--- src/rtl/button_conditioner.sv ---
// Two-channel pushbutton conditioner: synchronizes, debounces and edge-detects
// active-low buttons, producing debounced levels, press pulses and a both-held flag.
module button_conditioner #(
    parameter int unsigned DEBOUNCE_CYCLES = 500_000,
    parameter int unsigned CNT_W           = 20
) (
    input  logic clk,
    input  logic rst,
    input  logic raw_right_n,
    input  logic raw_left_n,
    output logic right_button,
    output logic left_button,
    output logic right_press,
    output logic left_press,
    output logic both_held
);

    localparam int unsigned NUM_CH = 2;
    localparam logic [CNT_W-1:0] CNT_MAX = CNT_W'(DEBOUNCE_CYCLES);

    typedef enum logic [1:0] {
        RELEASED,
        PRESS_PEND,
        HELD,
        REL_PEND
    } state_t;

    logic [NUM_CH-1:0] raw_n;
    logic [NUM_CH-1:0] level;
    logic [NUM_CH-1:0] press;

    assign raw_n = {raw_left_n, raw_right_n};

    // Channel 0 is right, channel 1 is left; both are identical and independent.
    for (genvar ch = 0; ch < NUM_CH; ch++) begin : g_ch
        logic             sync1_q;
        logic             sync2_q;
        state_t           state_q;
        state_t           state_d;
        logic [CNT_W-1:0] cnt_q;
        logic [CNT_W-1:0] cnt_d;
        logic             level_q;
        logic             press_q;

        always_ff @(posedge clk or posedge rst) begin
            if (rst) begin
                sync1_q <= 1'b1;
                sync2_q <= 1'b1;
            end else begin
                sync1_q <= raw_n[ch];
                sync2_q <= sync1_q;
            end
        end

        always_ff @(posedge clk or posedge rst) begin
            if (rst) begin
                state_q <= RELEASED;
                cnt_q   <= '0;
            end else begin
                state_q <= state_d;
                cnt_q   <= cnt_d;
            end
        end

        // Counter only advances while below CNT_MAX, so it cannot wrap.
        always_comb begin
            state_d = state_q;
            cnt_d   = cnt_q;
            case (state_q)
                RELEASED: begin
                    if (!sync2_q) begin
                        state_d = PRESS_PEND;
                        cnt_d   = CNT_W'(1);
                    end else begin
                        cnt_d = '0;
                    end
                end
                PRESS_PEND: begin
                    if (sync2_q) begin
                        state_d = RELEASED;
                        cnt_d   = '0;
                    end else if (cnt_q == CNT_MAX) begin
                        state_d = HELD;
                        cnt_d   = '0;
                    end else begin
                        cnt_d = cnt_q + CNT_W'(1);
                    end
                end
                HELD: begin
                    if (sync2_q) begin
                        state_d = REL_PEND;
                        cnt_d   = CNT_W'(1);
                    end
                end
                REL_PEND: begin
                    if (!sync2_q) begin
                        state_d = HELD;
                        cnt_d   = '0;
                    end else if (cnt_q == CNT_MAX) begin
                        state_d = RELEASED;
                        cnt_d   = '0;
                    end else begin
                        cnt_d = cnt_q + CNT_W'(1);
                    end
                end
                default: begin
                    state_d = RELEASED;
                    cnt_d   = '0;
                end
            endcase
        end

        // Level and pulse are registered from the next state so they change with the transition.
        always_ff @(posedge clk or posedge rst) begin
            if (rst) begin
                level_q <= 1'b1;
                press_q <= 1'b0;
            end else begin
                level_q <= !((state_d == HELD) || (state_d == REL_PEND));
                press_q <= (state_q == PRESS_PEND) && (state_d == HELD);
            end
        end

        assign level[ch] = level_q;
        assign press[ch] = press_q;
    end

    always_ff @(posedge clk or posedge rst) begin
        if (rst) begin
            both_held <= 1'b0;
        end else begin
            both_held <= !level[0] && !level[1];
        end
    end

    assign right_button = level[0];
    assign left_button  = level[1];
    assign right_press  = press[0];
    assign left_press   = press[1];

endmodule

--- config.mk ---
export PLATFORM = sky130hd
export DESIGN_NAME = button_conditioner
export DESIGN_NICKNAME = d
export VERILOG_FILES = /design/src/rtl/button_conditioner.sv
export SDC_FILE = /design/constraint.sdc
export NUM_CORES = 1
export LEC_CHECK = 0
export ABC_CLOCK_PERIOD_IN_PS = 2100
export BUFFER_PORTS_ARGS = -buffer_cell sky130_fd_sc_hd__buf_2
export CAP_MARGIN = 25
export CORE_MARGIN = 2
export CORE_UTILIZATION = 47
export DETAILED_ROUTE_END_ITERATION = 8
export PLACE_DENSITY_LB_ADDON = 0.3
export SYNTH_ARGS = -nofsm -noshare
export SYNTH_HDL_FRONTEND = slang
export SYNTH_SLANG_ARGS = --single-unit
--- constraint.sdc ---
create_clock -name clk -period 2.1 [get_ports clk]
set_clock_uncertainty 0.1 [all_clocks]
set_input_delay 0.42 -clock clk [delete_from_list [all_inputs] [get_ports clk]]
set_output_delay 0.42 -clock clk [all_outputs]
set_load 0.005 [all_outputs]
# Word-level counts from Yosys, hierarchy flattened
# Index checks and enable logic that the tools add are counted.
op_classes:
  n_addsub: 2
  n_eq_ne: 14
  n_mux: 26
  reduce_logical: 11
op_table:
  columns: ["operator", "count"]
  rows:
  - ["$mux W20", 8]
  - ["$pmux W20 S4", 2]
  - ["$add A20 B1 Y20 const B", 2]
  - ["$eq A20 B19 Y1 const B", 2]
  - ["$mux W2", 12]
  - ["$eq A2 B2 Y1 const B", 8]
  - ["$pmux W2 S4", 2]
  - ["$eq A2 B1 Y1 const B", 2]
  - ["$logic_not A1 Y1", 4]
  - ["$logic_not A2 Y1", 2]
  - ["$ne A2 B2 Y1 const B", 2]
  - ["$logic_and A1 B1 Y1", 3]
  - ["$logic_or A1 B1 Y1", 2]
  - ["$mux W1", 2]
word_totals:
  register_bits: 53
  input_bits: 4
  output_inout_bits: 5

# Longest topological paths before layout
# Gate-level depths: netlist of the first run.
depth:
  depth_word: 7
  ltp_mapped: 9
  depth_no_buf: 7

# Worst setup path after synthesis of the first run
# OpenSTA, ideal clock, no wires.
synth_timing:
  path_kind: "reg2reg"
  start: "register g_ch[1].cnt_q[0]"
  end: "register g_ch[1].cnt_q[5]"
  t_arrival_ns: 1.703
  required_time_ns: 1.879
  setup_slack_ns: 0.176
  path_stages_with_launch: 9
  path_cell_list: "dfrtp_1 inv_1 ha_1 nand3b_1 nor4_2 a31oi_2 buf_2 buf_2 a22o_1"
synth_via:
  elab_chain_len: 4
  elab_cells_between_ends: 6
synth_rtl:
  columns: ["item", "line", "text"]
  rows:
  - ["start: declaration", "40", "logic [CNT_W-1:0] cnt_q;"]
  - ["start signal: assignment", "61", "cnt_q <= cnt_d;"]
  - ["$add A20 B1 Y20 or $eq A20 B19 Y1 (tied branches)", null, null]
  - ["$mux W20 (*)", "82, 99", null]
  - ["$mux W20 (on tied branches)", "96, 79", null]
  - ["$pmux W20 S4 (*)", "69", "case (state_q)"]
# Every way passes the cells marked *; elsewhere a longest branch is shown, timed or not.
# A chain may end at the register's enable or synchronous reset.

# Worst setup path after layout of the first run
layout_timing:
  start: "register g_ch[0].cnt_q[3]"
  end: "register g_ch[0].cnt_q[16]"
layout_via:
  elab_chain_len: 4
  elab_cells_between_ends: 6
layout_rtl:
  columns: ["item", "line"]
  rows:
  - ["start: declaration", "40"]
  - ["start signal: assignment", "61"]
  - ["$add A20 B1 Y20 or $eq A20 B19 Y1 (tied branches)", null]
  - ["$mux W20 (*)", "82, 99"]
  - ["$mux W20 (on tied branches)", "96, 79"]
  - ["$pmux W20 S4 (*)", "69"]
# Marked as above.

==> impl_metrics.toml, run 1 <==
[power_and_ir_drop]
ir_drop_mv = 0.505
power_mw = 1.91
power.leakage_nw = 1.40
p_per_area_nw_per_um2 = 585

[logic_synthesis]
synth_ff_type = "dfrtp_1"
synth.area.top_cells = "dfrtp_1 42%, dfstp_2 5.6%, a31oi_1 4.5%, a21oi_1 4.1%, nand2_1 3.8%"
yosysWarningCount = 0
ys_seq_area_frac = 0.477
syn-num-nets = 307
yosysTopAreaCellShare = 0.421
netlist.top_cell.by_area = "dfrtp_1"
ys_types = 45
synthArstFlopShare = 1.00
syn_area_per_cell_sq_um = 9.34
synth_area_sq_um = 2790
synth-seq-cells = 53
synth_edf_count = 0
syn_inst = 299

[sta]
max_freq_mhz = 504
fin_crit_sh = 0.945
finalSetupViolCount = 0
drv_slew = 0
period_minus_slack_ns = 1.99
relSlewSlack = 0.689
finalHoldViolCount = 0
setup_tns_ns = 0
worst_slew_pin_slew_ns = 0.462

[global_route]
grt_first_pass_wirelength_um = 9840
grtUsageTotal = 0.192
grt_pass1_vias = 2165
grt_start_max_net_pins = 54
grt_antenna_before_repair = 0
overflow = 0

[cts]
clockBufferDepth = 2
cts_root_buf = "clkbuf_8"
htree_levels = 2
clk_pin_slew_ns = 0.10
clk_latency_ns = 0.30
cts_tree = "built"
clock-sinks = 53
cts_made_buffers = 5

[drt]
routed_wl_um = 5700
wire_per_inst_um = 13.9
via_count = 2382
drc = 0
viasPerCell = 5.82
drtAntennaViolNets = 0
dr.pass1.iters = 4
drt-initial-drc-count = 157

[min_path]
hold_path_class = "input pin to async pin"

[setup_path]
slowest_stage = "or4b_4"
path_cells = "or4b_4 -> nor4_4 -> a21oi_4 -> buf_4 -> a21oi_1 -> mux2i_1"
crit_required_ns = 2.18
cp_data_arrival_time_ns = 2.07
start_kind = "flip-flop"
rrSetupSlack_ns = 0.11
crit_path_end_kind = "flip-flop"
crit_buf_inv = 1
cpPeakStageDelay_ns = 0.55
cp_max_fo = 13
cp_top_family = "simple AND/OR/NAND/NOR gates"
path_class = "flip-flop to flip-flop"

[layout]
final_common_cell = "dfrtp_1"
utilization = 0.561
syn2layout_area_growth_pct = 16.8
mostFrequentLayoutCells = "47 x dfrtp_1, 31 x buf_4, 28 x nand2_1, 23 x a21oi_1, 22 x nor2_1"
n_antenna_cell = 0
nets = 341
drive_above_1_share = 0.195

[place]
io_buffers = 8
place_hpwl_um = 3930
gp_congestion = 0.853

[floorplanning]
floorplan.initialDensity = 0.480
rows = 28
io_pins = 9
die_w_um = 81.1
die_h_um = 81.1
core_area_sq_um = 5820
dieArea_sq_um = 6580

[job]
max_cap_viol_count = 0

[status]
status = "completed"
cell usage after synthesis (7+ instances only):
cell type  number
nand4_1        15
a31oi_1        20
nor2_1         22
a21oi_1        23
nand2_1        28
nand2b_1        8
o21ai_0        10
nand3_1        21
dfrtp_1        47
inv_1          10
a22o_1          8
nor3_1          7
what timing repair did:
action | CTS | global route
endpoints found under the setup margin | 0 | 20
hold buffers | 0 | 0
setup buffers | 0 | 3
gates resized for setup | 0 | 4
endpoints found under the hold margin | 0 | 0
per-layer routing:
layer | vias up | track usage | part of all wire
li1 | 1173 | - | -
met1 | 1153 | 0.279 | 0.48
met2 | 49 | 0.292 | 0.47
met3 | 7 | 0.0267 | 0.033
met4 | 0 | 0.0695 | 0.012
met5 | - | 0 | 0
where the power goes:
group,internal [mW],switching (mW)
Combinational,0.0617,0.0886
Sequential,1.05,0.0233
Clock,0.358,0.329
area by class of cell:
cell class | instances | area (sq um)
fill | 516 | 2550
multi-input combinational | 222 | 1370
sequential | 53 | 1330
timing repair buffer | 41 | 313
tap | 75 | 93.8
clock buffer | 6 | 72.6
clock inverter | 2 | 38.8
inverter | 10 | 37.5
per-stage QoR:
step | cell area (sq um) | setup WS [ns] | hold slack, ns | cells
floorplan | 2790 | 0.176 | 0.245 | 299
global placement | 3110 | 0.0787 | 0.247 | 398
detailed placement | 3110 | 0.0327 | 0.248 | 398
CTS | 3220 | 0.0209 | 0.0521 | 406
global route | 3260 | -0.0151 | 0.0635 | 409
finish | 3260 | 0.115 | 0.0476 | 409
path summary, 6_finish.rpt:
check / startpoint / cells past startpoint / endpoint
min in group clk: raw_right_n / 1 / g_ch[0].sync1_q
min: rst / 3 / g_ch[1].cnt_q[16]
min reg2reg: g_ch[0].sync1_q / 0 / g_ch[0].sync2_q
max in group asynchronous: rst / 3 / g_ch[0].sync2_q
max reg2reg: g_ch[0].cnt_q[3] / 6 / g_ch[0].cnt_q[16]
max: g_ch[0].cnt_q[3] / 6 / g_ch[0].cnt_q[16]
flip-flops by register name, indices dropped and copies added, names as in the netlist:
name / flops
g_ch.state_q: 4
g_ch.sync1_q: 2
right_press: 1
left_button: 1
g_ch.sync2_q: 2
both_held: 1
right_button: 1
left_press: 1
g_ch.cnt_q: 40
tightest hold or removal path, delay by kind of cell:
kind | cells | cell delay [ns]
buf+inv | 3 | 0.41
kinds of logic after synthesis:
logic type | after synthesis | synth area share
buffers and inverters | 24 | 0.0385
AOI/OAI and AO/OA | 77 | 0.179
xor gates and xnor gates | 7 | 0.0219
DFF | 53 | 0.477
and+or+nand+nor | 130 | 0.251
adders and majority gates | 4 | 0.0179
muxes | 4 | 0.0143
Power figures use the tool's default switching activity.
==> run 2: changes to the inputs <==
--- a/config.mk
+++ b/config.mk
@@ -7,3 +7,3 @@
 export LEC_CHECK = 0
-export ABC_CLOCK_PERIOD_IN_PS = 2100
+export ABC_CLOCK_PERIOD_IN_PS = 2400
 export BUFFER_PORTS_ARGS = -buffer_cell sky130_fd_sc_hd__buf_2
==> constraint.sdc (replaced) <==
create_clock -name clk -period 2.4 [get_ports clk]
set_clock_uncertainty 0.1 [all_clocks]
set_input_delay 0.48 -clock clk [delete_from_list [all_inputs] [get_ports clk]]
set_output_delay 0.48 -clock clk [all_outputs]
set_load 0.01 [all_outputs]
==> impl_metrics.toml, run 2 (same netlist as run 1, synthesis figures left out) <==
[setup_path]
rrSetupSlack_ns = 0.30
start_kind = "flip-flop"
crit_required_ns = 2.49
reg2reg_to = "g_ch[0].cnt_q[14]"
path_class = "flip-flop to flip-flop"
cp_data_arrival_time_ns = 2.19
cp_max_fo = 17
crit_start = "g_ch[0].cnt_q[6]"
crit_path_end_kind = "flip-flop"
reg2reg_depth = 6
regToRegStartpoint = "g_ch[0].cnt_q[6]"

[sta]
relSlewSlack = 0.446
setup_tns_ns = 0
max_freq_mhz = 476
rsz0062_at_grt = "false"
worst_slew_pin_slew_ns = 0.829
finalSetupViolCount = 0
period_minus_slack_ns = 2.10
finalHoldViolCount = 0
fin_crit_sh = 0.875
hold_ws_ns = 0.0984
drv_slew = 0
fin_ws_ns = 0.301

[drt]
drtAntennaViolNets = 0
dr.pass1.iters = 4
drt-initial-drc-count = 177
routed_wl_um = 5650
drc = 0
via_count = 2268
viasPerCell = 5.89
wire_per_inst_um = 14.7

[floorplanning]
rows = 28
floorplan.initialDensity = 0.480
die_w_um = 81.1
core_area_sq_um = 5820
dieArea_sq_um = 6580
io_pins = 9
die_h_um = 81.1

[global_route]
grt_first_pass_wirelength_um = 10000
grtUsageTotal = 0.195
overflow = 0
grt_pass1_vias = 2072
grt_antenna_before_repair = 0
grt_start_max_net_pins = 36

[layout]
reg_top3 = "g_ch.cnt_q: 40 flops, g_ch.state_q: 4 flops"
mostFrequentLayoutCells = "47 x dfrtp_1, 28 x nand2_1, 23 x a21oi_1, 22 x nor2_1, 21 x nand3_1"
drive_above_1_share = 0.126
top_register = "g_ch.cnt_q"
syn2layout_area_growth_pct = 9.45
nets = 317
final_common_cell = "dfrtp_1"
utilization = 0.526
largest_register_ffs = 40
fill_cells = 576
multi_input_area_sq_um = 1350
n_antenna_cell = 0
register_area_sq_um = 1330

[place]
gp_congestion = 0.836
dpl_worst_slack_ns = 0.353
io_buffers = 8
place_hpwl_um = 3800

[cts]
cts_hold_buffers = 0
cts_tree = "built"
clk_latency_ns = 0.31
cts_root_buf = "clkbuf_8"
cts_made_buffers = 5
clk_pin_slew_ns = 0.09
cts_resized = 0
clockBufferDepth = 2
clock-sinks = 53
post-cts-setup-buffer-count = 0
htree_levels = 2

[power_and_ir_drop]
power_mw = 1.66
power.leakage_nw = 1.25
p_per_area_nw_per_um2 = 542
ir_drop_mv = 0.448

[status]
status = "completed"

[job]
max_cap_viol_count = 0

[min_path]
hold_path_class = "input pin to async pin"
==> run 2: cell count changes in the layout (fill, tap and decap cells not counted), sizes merged <==
| cell | change |
|---|---|
| buf | -24 |
==> run 2: cell type report <==
type                       instances  area share
clock buffer                       6      0.0237
inverter                          10      0.0123
clock inverter                     2      0.0115
sequential                        53       0.436
tap                               75      0.0307
multi-input combinational        222       0.442
timing repair buffer              17      0.0434
==> run 2: worst max path at each step <==
stage	to	slack [ns]	cells past startpoint
after detailed placement	g_ch[0].cnt_q[14]	0.35	6
after CTS	g_ch[0].cnt_q[14]	0.30	6
final	g_ch[0].cnt_q[14]	0.30	6
after global routing	g_ch[0].cnt_q[14]	0.14	8
after floorplan	g_ch[1].cnt_q[5]	0.48	8
after global placement	g_ch[0].cnt_q[14]	0.36	6
==> run 2: worst max-delay path, cell delays in order (launching register included) <==
cell      delay, ns
dfrtp_1        0.43
or4b_4         0.54
nor4_4         0.21
a21oi_2        0.18
buf_4          0.23
nor3b_1        0.14
o21bai_1       0.14
==> run 2: layer usage <==
metal / vias up / wire length, um / global-route usage
met3: 5 / 231 / 0.0300
met4: 0 / 62 / 0.0559
li1: 1128 / - / -
met5: - / 0 / 0
met1: 1087 / 2810 / 0.295
met2: 48 / 2560 / 0.290
==> run 2: metrics by stage <==
stage	cell area (sq um)	std cells
2_1_floorplan	2790	299
3_3_place_gp	2950	377
3_5_place_dp	2950	377
4_1_cts	3060	385
5_1_grt	3060	385
6_report	3060	385
==> run 2: where the power goes <==
| part | internal (mW) | switching (mW) |
|---|---|---|
| Combinational | 0.0441 | 0.0738 |
| Sequential | 0.916 | 0.0243 |
| Clock | 0.310 | 0.288 |
==> run 3: changes to the inputs <==
--- a/config.mk
+++ b/config.mk
@@ -12,2 +12,3 @@
 export CORE_UTILIZATION = 47
+export CTS_BUF_LIST = sky130_fd_sc_hd__clkbuf_16
 export DETAILED_ROUTE_END_ITERATION = 8
==> constraint.sdc (replaced) <==
create_clock -name clk -period 2.4 [get_ports clk]
set_clock_uncertainty 0.1 [all_clocks]
set_input_delay 0.36 -clock clk [delete_from_list [all_inputs] [get_ports clk]]
set_output_delay 0.36 -clock clk [all_outputs]
set_load 0.01 [all_outputs]
==> impl_metrics.toml, run 3 (same netlist as run 1, synthesis figures left out) <==
[status]
status = "completed"

[setup_path]
cpPeakStageDelay_ns = 0.57
start_kind = "flip-flop"
rrSetupSlack_ns = 0.27
slowest_stage = "or4b_4"
cp_data_arrival_time_ns = 2.21
path_class = "flip-flop to flip-flop"
regToRegStartpoint = "g_ch[0].cnt_q[3]"
path_cells = "or4b_4 -> nor4_4 -> a21oi_2 -> buf_4 -> a21o_1 -> a22o_1"
crit_start = "g_ch[0].cnt_q[3]"
cp_top_family = "simple AND/OR/NAND/NOR gates"
crit_required_ns = 2.48
crit_buf_inv = 1
cp_max_fo = 24
crit_path_end_kind = "flip-flop"

[cts]
cts_made_buffers = 5
htree_levels = 2
clock-sinks = 53
clk_pin_slew_ns = 0.07
cts_resized = 0
cts_root_buf = "clkbuf_16"
clk_latency_ns = 0.30
post-cts-setup-buffer-count = 0
cts_tree = "built"
cts_hold_buffers = 0
clockBufferDepth = 2

[drt]
m1WireLength_um = 2680
via_count = 2289
routed_wl_um = 5540
drt-initial-drc-count = 147
wl_met2_um = 2560
dr.pass1.iters = 4
highest_layer = "met4"
route.met3.wl_um = 240
wire_per_inst_um = 14.3
viasPerCell = 5.91
drc = 0
drtAntennaViolNets = 0

[layout]
syn2layout_area_growth_pct = 11.2
reg_top3 = "g_ch.cnt_q: 40 flops, g_ch.state_q: 4 flops"
drive_above_1_share = 0.135
nets = 319
fin_cells = 387
mostFrequentLayoutCells = "47 x dfrtp_1, 28 x nand2_1, 23 x a21oi_1, 22 x nor2_1, 21 x nand3_1"
largest_register_ffs = 40
fill_cells = 551
top_register = "g_ch.cnt_q"
n_antenna_cell = 0
finalInstanceArea_sq_um = 3110
final_common_cell = "dfrtp_1"
utilization = 0.534

[floorplanning]
floorplan.initialDensity = 0.480
core_area_sq_um = 5820
die_w_um = 81.1
rows = 28
io_pins = 9
dieArea_sq_um = 6580
die_h_um = 81.1

[global_route]
grtUsageTotal = 0.194
grt_first_pass_wirelength_um = 9800
grt_pass1_vias = 2088
grt_start_max_net_pins = 54
grt_antenna_before_repair = 0
overflow = 0

[sta]
finalHoldViolCount = 0
fin_ws_ns = 0.270
max_freq_mhz = 469
finalSetupViolCount = 0
worst_slew_pin_slew_ns = 0.786
rsz0062_at_grt = "false"
fin_crit_sh = 0.888
drv_slew = 0
relSlewSlack = 0.474
period_minus_slack_ns = 2.13
hold_ws_ns = 0.00259
setup_tns_ns = 0

[power_and_ir_drop]
switching_share = 0.245
ir_drop_mv = 0.381
power.leakage_nw = 1.28
p_int_mw = 1.36
pwr-share-clk = 0.412
p_sw_mw = 0.440
p_per_area_nw_per_um2 = 579
p_comb_frac = 0.064
p_seq_frac = 0.524
power_mw = 1.80

[place]
placedCellCount = 379
io_buffers = 8
place_area_sq_um = 2950
place_hpwl_um = 3740
dpl_worst_slack_ns = 0.291
gp_congestion = 0.788

[job]
max_cap_viol_count = 0

[min_path]
hold_path_class = "input pin to async pin"
## run 3: cell types whose count changed in the layout (fill, tap and decap cells not counted), sizes merged
cell	delta
clkbuf	-1
inv	+2
buf	+2
bufinv	-1
## run 3: path summary, 6_finish.rpt
kind,cells after the start,end
setup reg to reg,6,g_ch[0].cnt_q[9]
setup / recovery,6,g_ch[0].cnt_q[9]
max in group asynchronous,3,g_ch[1].sync1_q
min in group clk,1,g_ch[0].sync1_q
hold / removal,3,g_ch[0].cnt_q[10]
hold reg to reg,0,g_ch[0].sync2_q
## run 3: power by group through the flow
stage	logic, mW	clock network [mW]	registers (mW)
floorplan	0.0762	0	0.957
global placement	0.112	0	0.957
detailed placement	0.116	0	0.959
CTS	0.118	0.762	0.943
global route	0.132	0.802	0.946
finish	0.115	0.742	0.942
## run 3: cell type report
class	count	area [sq um]	share of cell area
repair buffers	19	135	0.0435
multi-input cells	222	1350	0.435
flip-flops and latches	53	1330	0.429
clock buffers	5	125	0.0403
inverters	10	37.5	0.0121
well taps	75	93.8	0.0302
clock inverters	3	28.8	0.00926
## run 3: tightest hold or removal path, delay by kind of cell
| family | cells | cell delay [ns] |
|---|---|---|
| buffers and inverters | 3 | 0.41 |
## run 3: per-layer routing
layer,global-route usage,vias to the layer above
met2,0.293,47
met1,0.281,1102
met4,0.0644,0
met3,0.0367,7
met5,0,-
li1,-,1133
